[src/rtl/sr_latch_bank_pkg.sv]
// sr_pkg: shared mode constants and command encodings for the sr_latch_bank slice
package sr_pkg;
  localparam int SR_MODE_RDOM   = 0;
  localparam int SR_MODE_SDOM   = 1;
  localparam int SR_MODE_HOLD   = 2;
  localparam int SR_MODE_TOGGLE = 3;
  typedef enum logic [1:0] {
    CMD_IDLE = 2'b00,
    CMD_RST  = 2'b01,
    CMD_SET  = 2'b10,
    CMD_BOTH = 2'b11
  } cmd_e;
endpackage

[src/rtl/sr_filt_cell.sv]
// sr_filt_cell: one glitch-filtered set/reset channel with change/error pulses
// SR_LATCH_BANK_STICKY_ERR_EN adds err_clr/err_sticky
module sr_filt_cell
  import sr_pkg::*;
#(
  parameter int   FILT_CYCLES = 2,
  parameter int   MODE        = SR_MODE_RDOM,
  parameter logic INIT        = 1'b0
) (
  input  logic clk,
  input  logic rst,
  input  logic set,
  input  logic reset,
`ifdef SR_LATCH_BANK_STICKY_ERR_EN
  input  logic err_clr,
  output logic err_sticky,
`endif
  output logic q,
  output logic chg,
  output logic err
);
  localparam int CW = $clog2(FILT_CYCLES + 1);
  localparam logic [CW-1:0] FMAX = CW'(FILT_CYCLES);
  cmd_e cmd, last_q;
  logic [CW-1:0] cnt_q, cnt_d;
  logic apply, both_v, nq, q_q, q_d, chg_q, err_q, err_d;
  always_comb begin
    cmd = cmd_e'({set, reset});
    cnt_d = (cmd == CMD_IDLE) ? '0 :
            (cmd != last_q) ? CW'(1) :
            (cnt_q == FMAX) ? FMAX : cnt_q + 1'b1;
    // a run that is already saturated has been applied once; never re-apply it
    apply = (cnt_d == FMAX) && ((cnt_q != FMAX) || (cmd != last_q));
    both_v = (MODE == SR_MODE_RDOM) ? 1'b0 :
             (MODE == SR_MODE_SDOM) ? 1'b1 :
             (MODE == SR_MODE_HOLD) ? q_q : ~q_q;
    nq = (cmd == CMD_SET) ? 1'b1 : (cmd == CMD_RST) ? 1'b0 : both_v;
    q_d = apply ? nq : q_q;
    err_d = apply && (cmd == CMD_BOTH) && (MODE != SR_MODE_TOGGLE);
  end
  always_ff @(posedge clk) begin
    if (rst) begin
      cnt_q  <= '0;
      last_q <= CMD_IDLE;
      q_q    <= INIT;
      chg_q  <= 1'b0;
      err_q  <= 1'b0;
    end else begin
      cnt_q  <= cnt_d;
      last_q <= cmd;
      q_q    <= q_d;
      chg_q  <= q_d != q_q;
      err_q  <= err_d;
    end
  end
  assign q   = q_q;
  assign chg = chg_q;
  assign err = err_q;
`ifdef SR_LATCH_BANK_STICKY_ERR_EN
  logic stk_q;
  always_ff @(posedge clk) begin
    if (rst) stk_q <= 1'b0;
    else     stk_q <= err_d | (stk_q & ~err_clr);
  end
  assign err_sticky = stk_q;
`endif
endmodule

[src/rtl/sr_latch_bank.sv]
// sr_latch_bank: N-channel clocked set/reset bank with glitch filter and set=reset resolution
// SR_LATCH_BANK_STICKY_ERR_EN adds per-channel err_clr input and err_sticky output
module sr_latch_bank
  import sr_pkg::*;
#(
  parameter int           N           = 4,
  parameter int           FILT_CYCLES = 2,
  parameter int           MODE        = SR_MODE_RDOM,
  parameter logic [N-1:0] INIT        = '0
) (
  input  logic         clk,
  input  logic         rst,
  input  logic [N-1:0] set,
  input  logic [N-1:0] reset,
`ifdef SR_LATCH_BANK_STICKY_ERR_EN
  input  logic [N-1:0] err_clr,
  output logic [N-1:0] err_sticky,
`endif
  output logic [N-1:0] q,
  output logic [N-1:0] qb,
  output logic [N-1:0] chg,
  output logic [N-1:0] err
);
  if (N < 1 || N > 32 || FILT_CYCLES < 1 || FILT_CYCLES > 15 || MODE < 0 || MODE > 3) begin : g_bad
    $error("sr_latch_bank: invalid parameter N/FILT_CYCLES/MODE");
  end
  for (genvar i = 0; i < N; i++) begin : g_ch
    sr_filt_cell #(
      .FILT_CYCLES(FILT_CYCLES),
      .MODE       (MODE),
      .INIT       (INIT[i])
    ) u_cell (
      .clk       (clk),
      .rst       (rst),
      .set       (set[i]),
      .reset     (reset[i]),
`ifdef SR_LATCH_BANK_STICKY_ERR_EN
      .err_clr   (err_clr[i]),
      .err_sticky(err_sticky[i]),
`endif
      .q         (q[i]),
      .chg       (chg[i]),
      .err       (err[i])
    );
  end
  assign qb = ~q;
endmodule

[config.mk]
export PLATFORM = sky130hd
export DESIGN_NAME = sr_latch_bank
export DESIGN_NICKNAME = d
export VERILOG_FILES = /design/src/rtl/sr_latch_bank_pkg.sv /design/src/rtl/sr_filt_cell.sv /design/src/rtl/sr_latch_bank.sv
export SDC_FILE = /design/constraint.sdc
export NUM_CORES = 1
export LEC_CHECK = 0
export ABC_AREA = 1
export BUFFER_PORTS_ARGS = -buffer_cell sky130_fd_sc_hd__buf_4
export CORE_MARGIN = 2
export CORE_UTILIZATION = 50
export CTS_CLUSTER_DIAMETER = 120
export DETAILED_ROUTE_END_ITERATION = 10
export PLACE_DENSITY = 0.82
export SLEW_MARGIN = 20
export SYNTH_ARGS = -nofsm -noshare
export SYNTH_HDL_FRONTEND = slang
export SYNTH_SLANG_ARGS = --single-unit
[constraint.sdc]
create_clock -name clk -period 3.55 [get_ports clk]
set_clock_uncertainty 0.2 [all_clocks]
set_input_delay 0.355 -clock clk [delete_from_list [all_inputs] [get_ports clk]]
set_output_delay 0.355 -clock clk [all_outputs]
set_load 0.02 [all_outputs]
==> summary.txt <==
Synth
  • Cell variety after synth: 16
  • Synth warnings: 0
  • Area leader, netlist: dfxtp_1
  • Compound-Gate Fraction of Synth Area: 1.68%
  • Yosys reg bits: 28
  • Net Count, Synth: 222
  • Synth Area in XOR/XNOR: 0%
  • Mean cell area of the mapped netlist: 7.28 um2
  • Yosys top cell area share: 37.7%
  • Post-synthesis adder-cell area fraction: 6.74%
  • Sequential fraction of the synthesis area: 37.7%
  • Mapped cell area: 1490 um2
  • Synth Area in Simple Gates: 35.6%
  • Largest cells by area after synthesis: dfxtp_1 (38%), nand2_1 (11%), inv_1 (9.4%)
  • Largest family of logic cells by synthesized area: simple AND/OR/NAND/NOR gates
  • Syn Inst Count: 204
  • Post-synthesis mux area share: 0%

Global route
  • Met1 GRT Util: 18.1%
  • Busiest grt layer: met2
  • Initial antenna violation count: 0
  • GR Layer Usage met3: 3.52%
  • First-pass GRT wire length: 4.09 mm
  • Vias in the first global route: 1,049
  • Gr usage total: 15.1%
  • Global Route met2 Usage: 26.5%
  • Largest net degree at the start of global routing: 26
  • Grt ovf: 0

Setup path
  • Crit Path Max Fanout: 3
  • Slowest-stage cell, CP: dfxtp_1
  • CP Class: reg -> reg
  • Worst reg-to-reg setup slack: 1960 ps
  • Worst Path Required: 3630 ps
  • Critical path buffers and inverters: 2
  • Worst EP arrival: 1660 ps
  • Reg-to-Reg Start: g_ch[3].u_cell.cnt_q[0]
  • Register-to-Register Path Depth: 10
  • Worst reg2reg path endpoint: g_ch[3].u_cell.chg
  • Setup crit start kind: register
  • Worst path max stage delay: 350 ps
  • Delay-heaviest family, CP: simple AND/OR/NAND/NOR gates
  • Cell Chain, Critical Path: inv_1, ha_1, inv_1, nor2_2, nand3_2, nor2_4, nand3_2, nand2_1, nand2_1, nor2_1
  • CP endpoint kind: register

Clocking
  • CTS Hold Bufs: 0
  • Clock transition at path regs: 140 ps
  • Bufs on Longest Clock Path: 2
  • Setup bufs post-CTS: 0
  • Sinks on Clock Net: 28
  • Post-CTS resize count: 0
  • Clock root buffer: clkbuf_4
  • Num CTS Buffers: 3
  • H-tree depth: 1
  • Worst-Skew Late Latency: 320 ps
  • CTS tree: built

Floorplan
  • Core Area: 2780 um2
  • Row cnt: 19
  • DIE AREA: 3420 um2
  • Die H: 58.5 um
  • Initial Utilization: 53.4%
  • I/O pin total: 26
  • Die X: 58.5 um

STA
  • TNS Setup: 0 ps
  • Final hold violation count: 0
  • Fin crit period: 1590 ps
  • Fin crit share: 44.8%
  • Slew Viols, Final: 0
  • Worst Setup Slack, final: 1960 ps
  • RSZ-0062 raised after global routing: no
  • Slew margin rel.: 80.9%
  • Final setup fails: 0
  • Worst-Margin Slew: 286 ps
  • Peak Freq: 0.629 GHz

Routing
  • DRT Wirelength: 2.20 mm
  • DR WL/cell: 8.87 um
  • Pre-antenna DRT Iters: 4
  • DR vias: 1,138
  • DR iter-0 viols: 41
  • DRC: 0
  • Post-route ant nets: 0
  • Vias per Instance: 4.59

Pwr
  • Leakage power: 0.816 nW
  • Worst IR Drop VDD: 237 uV
  • Pwr Total: 0.547 mW
  • Pwr Density: 335 nW/um2

Place
  • I/O Buffers: 25
  • DP HPWL: 1.75 mm
  • DP Worst Slack: 1980 ps
  • GP Congestion: 0.770

Flow run
  • Max-cap violations: 0

Layout
  • Most frequent cells in the layout: nand2_1 (45), inv_1 (37), nor2_1 (32)
  • Nets@finish: 237
  • Util after Layout: 58.7%
  • Layout cells sized above 1: 27.2%
  • Syn-to-layout area delta: 9.86%
  • Diode count: 0
  • Most common cell after layout, fill and taps aside: nand2_1

Hold path
  • Critical hold path startpoint: set[2]
  • Min-delay worst type: in -> reg
  • Cell count of the worst hold path: 3
  • Hold Path End: g_ch[2].u_cell.last_q[1]

Status
  • Status: complete, no violations
## cells by family (layout without fill, tap and decap cells)
kind of cell,after synthesis,after routing
AOI/OAI and AO/OA,4,4
DFF,28,28
and+or+nand+nor,104,104
buffers and inverters,60,73
adders and majority gates,8,8
## worst min-delay path: stages
cell and delay, ps:
buf_4 100, inv_2 50, nor2_1 70
## where the power goes
| group | internal, mW | total [mW] | switching [mW] |
|---|---|---|---|
| clock | 0.0399 | 0.130 | 0.0902 |
| combinational | 0.0314 | 0.0865 | 0.0552 |
| sequential | 0.325 | 0.330 | 0.00450 |
| total | 0.397 | 0.547 | 0.150 |
## worst max path at each step
| stage | slack [ps] | cells after the start | from | to |
|---|---|---|---|---|
| finish | 1960 | 10 | g_ch[3].u_cell.cnt_q[0] | g_ch[3].u_cell.chg |
| global route | 1770 | 10 | g_ch[3].u_cell.cnt_q[0] | g_ch[3].u_cell.chg |
| CTS | 1940 | 10 | g_ch[3].u_cell.cnt_q[0] | g_ch[3].u_cell.chg |
| detailed placement | 1980 | 10 | g_ch[3].u_cell.cnt_q[0] | g_ch[3].u_cell.chg |
| global placement | 2040 | 10 | g_ch[2].u_cell.cnt_q[1] | g_ch[2].u_cell.chg |
| floorplan | 2110 | 10 | g_ch[2].u_cell.cnt_q[1] | g_ch[2].u_cell.chg |
## sequential cells by signal, indices dropped and copies added, names as in the netlist
name,count
g_ch.u_cell.err,4
g_ch.u_cell.chg,4
g_ch.u_cell.last_q,8
g_ch.u_cell.q,4
g_ch.u_cell.cnt_q,8
## cell usage after synthesis (all sizes together)
master  instances
buf            15
a31oi           4
dfxtp          28
inv            45
nor4            4
ha              8
nand2          48
nor2           40
nand3          12
## metal layers
metal | vias to the layer above | wire length [um]
met2 | 16 | 1050
met4 | 0 | 22
li1 | 615 | -
met3 | 2 | 93
met1 | 505 | 1030
met5 | - | 0
## cell type report
type                       count  area, um2
inverter                      45        169
multi-input combinational    116        653
tap                           31       38.8
timing repair buffer          25        188
fill                         280       1150
sequential                    28        561
clock buffer                   3       22.5
## per-stage QoR
stage	hold slack [ps]	std cells	instance area, um2
final	64.0	248	1630
after global routing	59.7	248	1630
after CTS	58.9	248	1630
after detailed placement	317	245	1610
after global placement	319	245	1610
after floorplan	276	204	1490
Power figures use the tool's default switching activity.
